`src/rtl/div_unit.sv`:
```
// Iterative RV32M divide/remainder unit (DIV, DIVU, REM, REMU).
// Radix-2 restoring division, one quotient bit per clock, start/busy/done handshake.
module div_unit #(
  parameter int WIDTH = 32
) (
  input  logic             clk,
  input  logic             rst_n,
  input  logic             start,
  input  logic [1:0]       DivOp,
  input  logic [WIDTH-1:0] RUrs1,
  input  logic [WIDTH-1:0] RUrs2,
  output logic             busy,
  output logic             done,
  output logic [WIDTH-1:0] DivRes
);

  localparam int CNT_W = (WIDTH > 1) ? $clog2(WIDTH) : 1;
  localparam logic [CNT_W-1:0] LAST_CNT = CNT_W'(WIDTH - 1);

  typedef enum logic {
    S_IDLE = 1'b0,
    S_CALC = 1'b1
  } state_e;

  state_e           state_q;
  logic [WIDTH-1:0] rem_q;
  logic [WIDTH-1:0] quo_q;
  logic [WIDTH-1:0] dvsr_q;
  logic [CNT_W-1:0] cnt_q;
  logic             is_rem_q;
  logic             q_neg_q;
  logic             r_neg_q;
  logic             busy_q;
  logic             done_q;
  logic [WIDTH-1:0] res_q;

  // Operand decode, only meaningful in the cycle a start is accepted.
  logic             op_signed;
  logic             op_rem;
  logic             rs1_neg;
  logic             rs2_neg;
  logic [WIDTH-1:0] rs1_mag;
  logic [WIDTH-1:0] rs2_mag;
  logic             div_zero;
  logic             sgn_ovf;
  logic             special;
  logic [WIDTH-1:0] special_res;

  // One restoring step plus the sign-corrected final values.
  logic [WIDTH:0]   rem_sh;
  logic [WIDTH:0]   diff;
  logic             take;
  logic [WIDTH-1:0] rem_d;
  logic [WIDTH-1:0] quo_d;
  logic [WIDTH-1:0] rem_fix;
  logic [WIDTH-1:0] quo_fix;
  logic             last_iter;

  // NOTE: every signal written in always_comb gets a default first, so no
  // path through the block can leave it unassigned and infer a latch.
  always_comb begin
    op_signed   = ~DivOp[0];
    op_rem      = DivOp[1];
    rs1_neg     = op_signed & RUrs1[WIDTH-1];
    rs2_neg     = op_signed & RUrs2[WIDTH-1];
    rs1_mag     = rs1_neg ? (~RUrs1 + 1'b1) : RUrs1;
    rs2_mag     = rs2_neg ? (~RUrs2 + 1'b1) : RUrs2;
    div_zero    = (RUrs2 == '0);
    sgn_ovf     = op_signed
                & (RUrs1 == {1'b1, {(WIDTH-1){1'b0}}})
                & (RUrs2 == '1);
    special     = div_zero | sgn_ovf;
    special_res = '0;
    if (div_zero) begin
      special_res = op_rem ? RUrs1 : '1;
    end else if (sgn_ovf) begin
      // Most negative / -1: quotient wraps to the dividend, remainder is zero.
      special_res = op_rem ? '0 : RUrs1;
    end
  end

  // The partial remainder is always below the divisor, so after the shift it
  // fits in WIDTH+1 bits and bit WIDTH of the difference is a clean borrow.
  always_comb begin
    rem_sh    = {rem_q, quo_q[WIDTH-1]};
    diff      = rem_sh - {1'b0, dvsr_q};
    take      = ~diff[WIDTH];
    rem_d     = take ? diff[WIDTH-1:0] : rem_sh[WIDTH-1:0];
    quo_d     = {quo_q[WIDTH-2:0], take};
    rem_fix   = r_neg_q ? (~rem_d + 1'b1) : rem_d;
    quo_fix   = q_neg_q ? (~quo_d + 1'b1) : quo_d;
    last_iter = (cnt_q == LAST_CNT);
  end

  // NOTE: state registers use non-blocking assignments so every register
  // samples pre-edge values, independent of statement order in the block.
  always_ff @(posedge clk) begin
    if (!rst_n) begin
      // NOTE: the datapath registers are cleared too, so an aborted operation
      // leaves no stale operands or signs behind.
      state_q  <= S_IDLE;
      rem_q    <= '0;
      quo_q    <= '0;
      dvsr_q   <= '0;
      cnt_q    <= '0;
      is_rem_q <= 1'b0;
      q_neg_q  <= 1'b0;
      r_neg_q  <= 1'b0;
      busy_q   <= 1'b0;
      done_q   <= 1'b0;
      res_q    <= '0;
    end else begin
      case (state_q)
        S_IDLE: begin
          done_q <= 1'b0;
          if (start) begin
            if (special) begin
              res_q  <= special_res;
              done_q <= 1'b1;
            end else begin
              state_q  <= S_CALC;
              busy_q   <= 1'b1;
              cnt_q    <= '0;
              rem_q    <= '0;
              quo_q    <= rs1_mag;
              dvsr_q   <= rs2_mag;
              is_rem_q <= op_rem;
              q_neg_q  <= rs1_neg ^ rs2_neg;
              r_neg_q  <= rs1_neg;
            end
          end
        end

        S_CALC: begin
          rem_q <= rem_d;
          quo_q <= quo_d;
          cnt_q <= cnt_q + 1'b1;
          if (last_iter) begin
            res_q   <= is_rem_q ? rem_fix : quo_fix;
            done_q  <= 1'b1;
            busy_q  <= 1'b0;
            state_q <= S_IDLE;
          end
        end

        default: begin
          state_q <= S_IDLE;
          busy_q  <= 1'b0;
          done_q  <= 1'b0;
        end
      endcase
    end
  end

  assign busy   = busy_q;
  assign done   = done_q;
  assign DivRes = res_q;

endmodule

```
`config.mk`:
```
export PLATFORM = sky130hd
export DESIGN_NAME = div_unit
export DESIGN_NICKNAME = d
export VERILOG_FILES = /design/src/rtl/div_unit.sv
export SDC_FILE = /design/constraint.sdc
export NUM_CORES = 1
export LEC_CHECK = 0
export BUFFER_PORTS_ARGS = -buffer_cell sky130_fd_sc_hd__buf_4
export CORE_MARGIN = 10
export CORE_UTILIZATION = 35
export CTS_BUF_LIST = sky130_fd_sc_hd__clkbuf_4
export DETAILED_ROUTE_END_ITERATION = 6
export GPL_ROUTABILITY_DRIVEN = 0
export PLACE_DENSITY = 0.49
export RECOVER_POWER = 25
export SLEW_MARGIN = 0
export SYNTH_ARGS = -nofsm -noshare
export SYNTH_HDL_FRONTEND = slang
export SYNTH_SLANG_ARGS = --single-unit
```
`constraint.sdc`:
```
create_clock -name clk -period 7.05 [get_ports clk]
set_input_delay 1.41 -clock clk [delete_from_list [all_inputs] [get_ports clk]]
set_output_delay 1.41 -clock clk [all_outputs]
set_load 0.05 [all_outputs]
```
Word-level counts from Yosys, hierarchy flattened --
Index checks and enable logic that the tools add are counted. Widths: inputs -> output; s select.
Word-level totals: word-level logic and storage cells 78, output and inout bits 34, memory bits (writable) 0, bits in latches 0, register bits 139, input bits 69, memories kept 0, bits in read-only memories 0
Operators by class: reductions and logical operators 5, shift-type cells 0, mux-type cells 35, $lt $le $gt $ge 0, divide/modulo/power cells 0, add/sub/neg operators 6, $mul 0, bitwise logic cells 14, eq/ne operators 7
Operator list (number):
- $mux 32 | 17
- $pmux 32 s2 | 3
- $add 32x1->32 const B | 4
- $not 32->32 | 4
- $eq 32x32->1 const B | 2
- $sub 33x32->33 | 1
- $logic_not 32->1 | 1
- $mux 5 | 2
- $pmux 5 s2 | 1
- $mux 1 | 9
- $reduce_and 3->1 | 3
- $ne 2x2->1 const B | 3
- $pmux 1 s2 | 3
- $add 5x1->5 const B | 1
- $eq 5x5->1 const B | 1
- $and 1x1->1 | 4
- $not 1->1 | 4
- $ne 2x1->1 const B | 1
- $reduce_and 2->1 | 1
- $or 1x1->1 | 1
- $xor 1x1->1 | 1

Depth between registers and ports, before layout --
Gate-level depths: netlist of the first run.
depth in word-level cells 8, depth in mapped cells 23, depth with buffers taken out 21

Least setup slack after synthesis of the first run --
No wires, ideal clock.
path kind reg-to-reg, from register quo_q[31], to register res_q[30] (netlist: DivRes[30]), slack 1.824 ns, buffers on the path 3, data arrival time 5.100 ns, cell stages (with the launch flop) 22, cells stage by stage dfxtp_1 > inv_1 > ha_1 > inv_1 > fa_1 > a211oi_4 > o211ai_1 > and4_1 > o21a_1 > a211oi_2 > buf_2 > buf_1 > buf_2 > mux2i_1 > ha_1 > nor4b_1 > and4_1 > o211ai_1 > or3b_2 > o31a_1 > xnor2_1 > o21ai_0
On the way: cells in the longest elaborated chain, start to end 8, elaborated cells on any way between the ends 12, those cells by class add/sub: 3; mux: 6; bitwise: 3
RTL lines:
- from (decl) | line 27 | logic [WIDTH-1:0] quo_q;
- from (signal assigned) | line 125 | quo_q <= rs1_mag;
- from (signal assigned) | line 136 | quo_q <= quo_d;
- $sub 33x32->33 | line 86 | diff = rem_sh - {1'b0, dvsr_q};
- $mux 32 or $not 1->1 (tied branches) | line 88, 87
- $not 32->32 (on tied branches) | line 90, 91
- $add 32x1->32 (on tied branches) | line 90, 91
- $mux 32 (on tied branches) | line 90, 91
- $mux 32 * | line 139 | res_q <= is_rem_q ? rem_fix : quo_fix;
- $mux 32 * | line 138 | if (last_iter) begin
- $pmux 32 s2 * | line 113 | case (state_q)
- to (signal assigned) | line 118 | res_q <= special_res;
- to (signal assigned) | line 139
- to (decl) | line 35 | logic [WIDTH-1:0] res_q;
Mark *: on every way between the ends. The rest lies on a longest branch, timed or not. The select of a mux whose other input is x is not followed. A chain may end at the register's enable or synchronous reset.

Final worst setup path of the first run --
from register dvsr_q[17], to register res_q[30] (netlist: DivRes[30])
On the way: cells in the longest elaborated chain, start to end 8, elaborated cells on any way between the ends 12, those cells by class add/sub: 3; mux: 6; bitwise: 3
RTL lines:
- from (decl) | line 28 | logic [WIDTH-1:0] dvsr_q;
- from (signal assigned) | line 126 | dvsr_q <= rs2_mag;
- $sub 33x32->33 * | line 86
- $mux 32 or $not 1->1 (tied branches) | line 88, 87
- $not 32->32 (on tied branches) | line 90, 91
- $add 32x1->32 (on tied branches) | line 90, 91
- $mux 32 (on tied branches) | line 90, 91
- $mux 32 * | line 139
- $mux 32 * | line 138
- $pmux 32 s2 * | line 113
Marks and branches as above.

==> results of run 1 <==
[routing by layer]
metal / vias up / track usage, %
met1: 5721 / 28.0
met3: 47 / 3.24
met5: - / 0
met2: 295 / 31.9
met4: 0 / 6.18
li1: 5909 / -
[worst paths after layout]
check	from	endpoint	slack, ns	cells past startpoint
setup reg to reg	dvsr_q[17]$_SDFFE_PN0P_	DivRes[30]$_SDFFE_PN0P_	1.18	17
hold / removal	DivRes[8]$_SDFFE_PN0P_	DivRes[8]$_SDFFE_PN0P_	0.48	2
setup / recovery	dvsr_q[17]$_SDFFE_PN0P_	DivRes[30]$_SDFFE_PN0P_	1.18	17
hold reg to reg	DivRes[8]$_SDFFE_PN0P_	DivRes[8]$_SDFFE_PN0P_	0.48	2
[kinds of logic (layout without fill, tap and decap cells)]
family / count (synthesis) / after routing / synth area share, %
fa+ha+maj: 40 / 40 / 4.33
simple gates: 567 / 567 / 24.5
mux: 38 / 38 / 3.36
xor+xnor: 124 / 124 / 9.25
other cells: 0 / 2 / 0
buf+inv: 165 / 215 / 5.32
flops: 139 / 139 / 23.7
compound gates: 519 / 519 / 29.6
[power by group]
part	switching, mW	total (mW)	internal [mW]
logic	0.456	0.729	0.273
clock network	0.333	0.505	0.172
registers	0.0462	0.868	0.822
[critical path: cells and delay by family, from the launching register on]
family | cells | cell delay (ns)
adders and majority gates | 2 | 0.71
xor gates and xnor gates | 1 | 0.18
and+or+nand+nor | 3 | 1.67
AOI/OAI and AO/OA | 9 | 2.55
DFF | 1 | 0.36
buffers and inverters | 2 | 0.28
[final cells by class]
cell class                      count  area (µm²)
Timing Repair Buffer              121         781
Clock buffer                       18         135
Clock inverter                     14         106
Antenna cell                        2        5.00
Inverter                           62         233
Tap cell                          448         561
Fill cell                        3617       20300
Sequential cell                   139        2790
Multi-Input combinational cell   1288        8360
[synthesized netlist by cell type (14+ instances only)]
cell type / count / share of area, %
xor2_1: 68 / 5.1
o31ai_1: 27 / 1.7
ha_1: 39 / 4.2
inv_1: 60 / 1.9
nand4_1: 25 / 1.3
or4_1: 14 / 0.89
xnor2_1: 56 / 4.2
nand3_1: 21 / 0.89
clkbuf_1: 94 / 3.0
mux2i_1: 27 / 2.3
o22ai_1: 15 / 0.80
and2_1: 24 / 1.3
o211a_1: 34 / 2.9
o21ai_0: 85 / 3.6
a211oi_1: 54 / 3.5
or3_1: 18 / 0.96
a21oi_1: 152 / 6.5
nor4_1: 18 / 0.96
o211ai_1: 17 / 1.1
nand2_1: 147 / 4.7
dfxtp_1: 139 / 24
a31oi_1: 17 / 0.91
nor2_1: 142 / 4.5
and3_1: 20 / 1.1
nor3_1: 32 / 1.4
nor2b_1: 51 / 2.7
[sequential cells by signal, summed over array words and instances, names as in the netlist]
name      cells
is_rem_q      1
done          1
cnt_q         5
rem_q        32
state_q       1
quo_q        32
q_neg_q       1
r_neg_q       1
DivRes       32
dvsr_q       32
busy          1
[stage by stage]
| stage | hold slack, ns | instances | instance area (µm²) | worst slack, ns |
|---|---|---|---|---|
| finish | 0.480 | 2092 | 13000 | 1.18 |
| global route | 0.498 | 2091 | 13000 | 0.809 |
| CTS | 0.480 | 2090 | 13100 | 1.30 |
| detailed placement | 0.459 | 2058 | 12900 | 1.34 |
| global placement | 0.459 | 2058 | 12900 | 1.45 |
| floorplan | 0.441 | 1592 | 11700 | 1.82 |
==> out/metrics.cfg, run 1 <==
[run_status]
status = finished with violations
violations = capacitance limit, slew limit

[cts]
clock-root-buffer = clkbuf_4
clock-sinks = 139
h-tree-depth = 4
clk_latency_ns = 0.61
cts_resized = 0
cts_tree = done
clock_path_buffers = 2
postCtsHoldBufs = 0
post_cts_buffers = 0
numCtsBuffers = 17
clk_pin_slew_ns = 0.13

[drt]
antenna_left = 0
wl_met1_um = 21200
top_layer = met4
wire_per_inst_um = 20.8
routed_wl_um = 43500
dr_wl_met3_um = 1900
drc = 0
met2_length_um = 19400
via_count = 12000
dr.pass1.iters = 5
drtIter0Drc = 809
routed_via_density = 5.72

[logic_synthesis]
syn_avg_cell_area_um2 = 7.38
syn_area_um2 = 11700
ys_types = 81
syn-num-nets = 1701
synth_seq_cells = 139
synth_cells = 1592
ys.flop_type = dfxtp_1
yosys_warnings = 0
synth_edf_count = 0
async_flop_share_pct = 0
yosysSeqAreaShare_pct = 23.7

[worst_setup_path]
cp_data_arrival_time_ns = 6.36
setup.worst_path.end_class = flip-flop
crit_path_top_delay_cell = nor4b_1
worstSetupPathType = reg2reg
critPathRequiredTime_ns = 7.54
path_cells = inv_1 > ha_1 > a21oi_1 > o21ai_1 > a2111oi_0 > o22ai_1 > a211oi_4 > inv_2 > a21oi_1 > ha_1 > nor4b_1 > and4_1 > o211ai_1 > or3b_2 > o31a_1 > xnor2_1 > o21ai_0
startpoint_type = flip-flop
worst-path-max-fanout = 17
cpPeakStageDelay_ns = 0.75

[grt]
grt_pass1_wl_um = 67100
antenna_found_initial = 2
track_usage_pct = 20.3
first_global_vias = 11200
grt_overflow = 0
grt_max_degree = 73

[layout]
final_util_pct = 39.0
fin_nets = 1738
layout_common_cells = 152 x a21oi_1, 147 x nand2_1, 140 x nor2_1
syn_to_final_growth_pct = 10.4
mostFrequentLayoutCell = a21oi_1
drive_gt1_share_pct = 9.14

[sta]
hold_viol = 0
finClkSkew_ns = 0.0276
max_slew_margin_pct = -31.3
worstMarginPinSlew_ns = 1.97
fin_crit_sh_pct = 83.3
max_freq_mhz = 170
tns_ns = 0
setup_viol = 0
finalCriticalPeriod_ns = 5.87
slew_viol_final = 28
rsz0062_at_grt = no

[pwr]
power.density_nw_per_um2 = 162
ir_drop_v = 0.0000857
leakage_nw = 5.07
total_power_mw = 2.10

[floorplan]
num_rows = 67
ioPinCount = 103
initial_core_util_pct = 35.3
core_um2 = 33300
die_area_um2 = 41300
chipHeight_um = 203
fp.dieW_um = 203

[run]
maxCapViolCount = 1

[place]
hpwl_um = 33300
port_buffers = 102

[hold_path]
hp-class = reg2reg

No activity file was read; power rests on OpenSTA's default activity.
==> inputs of run 2 (changes only) <==
--- a/config.mk
+++ b/config.mk
@@ -11,7 +11,7 @@
 export CTS_BUF_LIST = sky130_fd_sc_hd__clkbuf_4
 export DETAILED_ROUTE_END_ITERATION = 6
 export GPL_ROUTABILITY_DRIVEN = 0
-export PLACE_DENSITY = 0.49
+export PLACE_DENSITY = 0.5
 export RECOVER_POWER = 25
 export SLEW_MARGIN = 0
 export SYNTH_ARGS = -nofsm -noshare
==> constraint.sdc (replaced) <==
create_clock -name clk -period 5 [get_ports clk]
set_input_delay 1 -clock clk [delete_from_list [all_inputs] [get_ports clk]]
set_output_delay 1 -clock clk [all_outputs]
set_load 0.05 [all_outputs]
==> run 2 against run 1 <==
Against the previous run:
- the flow now finishes without violations
- die area did not move
- non-clock buffer count rose by 57
- clock skew barely moved
- worst hold slack got worse by 0.016 ns
- register-to-register slack got worse by 0.87 ns
- count of clock-buffer cells in the layout fell by 1
- sequential power rose by 42%
- critical path type unchanged
- largest power group unchanged
- highest routed layer unchanged
==> out/metrics.cfg, run 2 (same netlist as run 1, synthesis figures left out) <==
[run_status]
status = completed

[hold_path]
hold_depth = 2  ; unchanged
hp-class = reg2reg

[pwr]
power.density_nw_per_um2 = 234  ; +44%
p_clk_share_pct = 26.8  ; +2.8 points
p_int_mw = 1.93  ; +52%
p_sw_share_pct = 38.9  ; -0.83 points
p_switching_mw = 1.23  ; +47%
seqPwrFrac_pct = 39.1  ; -2.2 points
leakage_nw = 5.37  ; +5.8%
total_power_mw = 3.15  ; +50%
pwr-share-comb_pct = 34.1  ; -0.6 points
ir_drop_v = 0.000132  ; +54%

[cts]
numCtsBuffers = 17  ; unchanged
postCtsHoldBufs = 0  ; unchanged
clock-root-buffer = clkbuf_4
clock-sinks = 139  ; unchanged
h-tree-depth = 4  ; unchanged
clk_latency_ns = 0.63  ; +0.02 ns
clk_pin_slew_ns = 0.14  ; about the same
clock_path_buffers = 2  ; unchanged
cts_tree = done

[floorplan]
initial_core_util_pct = 35.3  ; unchanged
core_um2 = 33300  ; unchanged
num_rows = 67  ; unchanged
ioPinCount = 103  ; unchanged
die_area_um2 = 41300  ; unchanged
fp.dieW_um = 203  ; unchanged
chipHeight_um = 203  ; unchanged

[sta]
max_freq_mhz = 213  ; +25%
hold_viol = 0  ; unchanged
finalCriticalPeriod_ns = 4.69  ; -1.18 ns
setup_ws_ns = 0.312  ; -0.866 ns
tns_ns = 0  ; unchanged
max_slew_margin_pct = 3.01  ; +34 points
whs_ns = 0.464  ; -0.0159 ns
setup_viol = 0  ; unchanged
worstMarginPinSlew_ns = 1.45  ; -0.514 ns
fin_crit_sh_pct = 93.8  ; +10 points
finClkSkew_ns = 0.0272  ; -0.000442 ns
slew_viol_final = 0  ; -100%

[run]
maxCapViolCount = 0  ; -1

[drt]
dr.pass1.iters = 5  ; unchanged
routed_via_density = 5.67  ; -0.97%
via_count = 12200  ; +1.6%
drc = 0  ; unchanged
antenna_left = 0  ; unchanged
wire_per_inst_um = 20.6  ; -0.74%
drtIter0Drc = 887  ; +9.6%
routed_wl_um = 44300  ; +1.9%

[layout]
syn_to_final_growth_pct = 14.8
final_util_pct = 40.5  ; +1.5 points
layout_common_cells = 151 x a21oi_1, 147 x nand2_1, 142 x nor2_1
mostFrequentLayoutCell = a21oi_1
fin_nets = 1795  ; +3.3%
drive_gt1_share_pct = 12.4  ; +3.2 points

[grt]
track_usage_pct = 21.1  ; +0.78 points
grt_pass1_wl_um = 69400  ; +3.5%
first_global_vias = 11800  ; +4.6%
grt_overflow = 0  ; unchanged
grt_max_degree = 88  ; +21%
antenna_found_initial = 1  ; -1

[worst_setup_path]
rr_worst_depth = 19  ; +2
critPathRequiredTime_ns = 5.55  ; -1.99 ns
path_depth = 19  ; +2
cp_data_arrival_time_ns = 5.24  ; -1.12 ns
startpoint_type = flip-flop
worstSetupPathType = reg2reg
critPathTopFamily = compound AO/OA/AOI/OAI gates
cp_num_buf_inv = 2  ; unchanged
setup.worst_path.end_class = flip-flop
worst-path-max-fanout = 4  ; -13
crit_path_top_delay_cell = or3b_2
path_cells = inv_1 > ha_1 > inv_1 > fa_2 > a211oi_4 > o211ai_1 > and4_1 > o21a_1 > a211oi_4 > mux2i_1 > ha_2 > nand2_1 > or2_2 > nor4_4 > o211ai_1 > or3b_2 > o31a_1 > xnor2_1 > o21ai_0
cpPeakStageDelay_ns = 0.50  ; -0.25 ns

[place]
port_buffers = 102  ; unchanged
hpwl_um = 34000  ; +2.1%
dp_slack_ns = 0.132  ; -1.21 ns

-- run 2: cell type report --
class                           count  area, µm²
Clock inverter                     14        170
Fill cell                        3621      19800
Sequential cell                   139       2790
Timing Repair Buffer              178       1200
Multi-Input combinational cell   1288       8400
Clock buffer                       17        128
Tap cell                          448        561
Antenna cell                        1       2.50
Inverter                           62        233
-- run 2: worst paths after layout --
| kind | to | slack (ns) | start |
|---|---|---|---|
| setup / recovery | DivRes[30]$_SDFFE_PN0P_ | 0.31 | quo_q[31]$_SDFFE_PN0P_ |
| hold / removal | DivRes[12]$_SDFFE_PN0P_ | 0.46 | DivRes[12]$_SDFFE_PN0P_ |
| hold reg to reg | DivRes[12]$_SDFFE_PN0P_ | 0.46 | DivRes[12]$_SDFFE_PN0P_ |
| setup reg to reg | DivRes[30]$_SDFFE_PN0P_ | 0.31 | quo_q[31]$_SDFFE_PN0P_ |
-- run 2: power by group through the flow --
stage / clock [mW] / combinational (mW) / sequential (mW)
floorplan: 0 / 0.722 / 1.22
global placement: 0 / 1.05 / 1.25
detailed placement: 0 / 1.05 / 1.25
CTS: 0.868 / 1.06 / 1.23
global route: 0.909 / 1.19 / 1.24
finish: 0.846 / 1.08 / 1.23
-- run 2: through the flow --
| step | cell area [µm²] | std cells |
|---|---|---|
| floorplan | 11800 | 1592 |
| global placement | 13300 | 2111 |
| detailed placement | 13300 | 2111 |
| CTS | 13600 | 2142 |
| global route | 13500 | 2147 |
| finish | 13500 | 2147 |
-- run 2: timing repair --
action	CTS	global route
resized for setup	0	11
endpoints found under the hold margin	0	0
setup buffers	0	4
endpoints found under the setup margin	0	11
-- run 2: routing by layer --
| metal | wire length, µm | vias to the layer above | part of all wire [%] | track usage (%) |
|---|---|---|---|---|
| met5 | 0 | - | 0 | 0 |
| met3 | 2100 | 52 | 4.7 | 3.40 |
| li1 | - | 6010 | - | - |
| met2 | 20100 | 298 | 45 | 33.0 |
| met4 | 916 | 0 | 2.1 | 5.84 |
| met1 | 21200 | 5807 | 48 | 29.3 |
-- run 2: tightest hold or removal path: stages (launching register included) --
cell,delay [ns]
dfxtp_1,0.33
nand2_1,0.05
a21oi_1,0.05
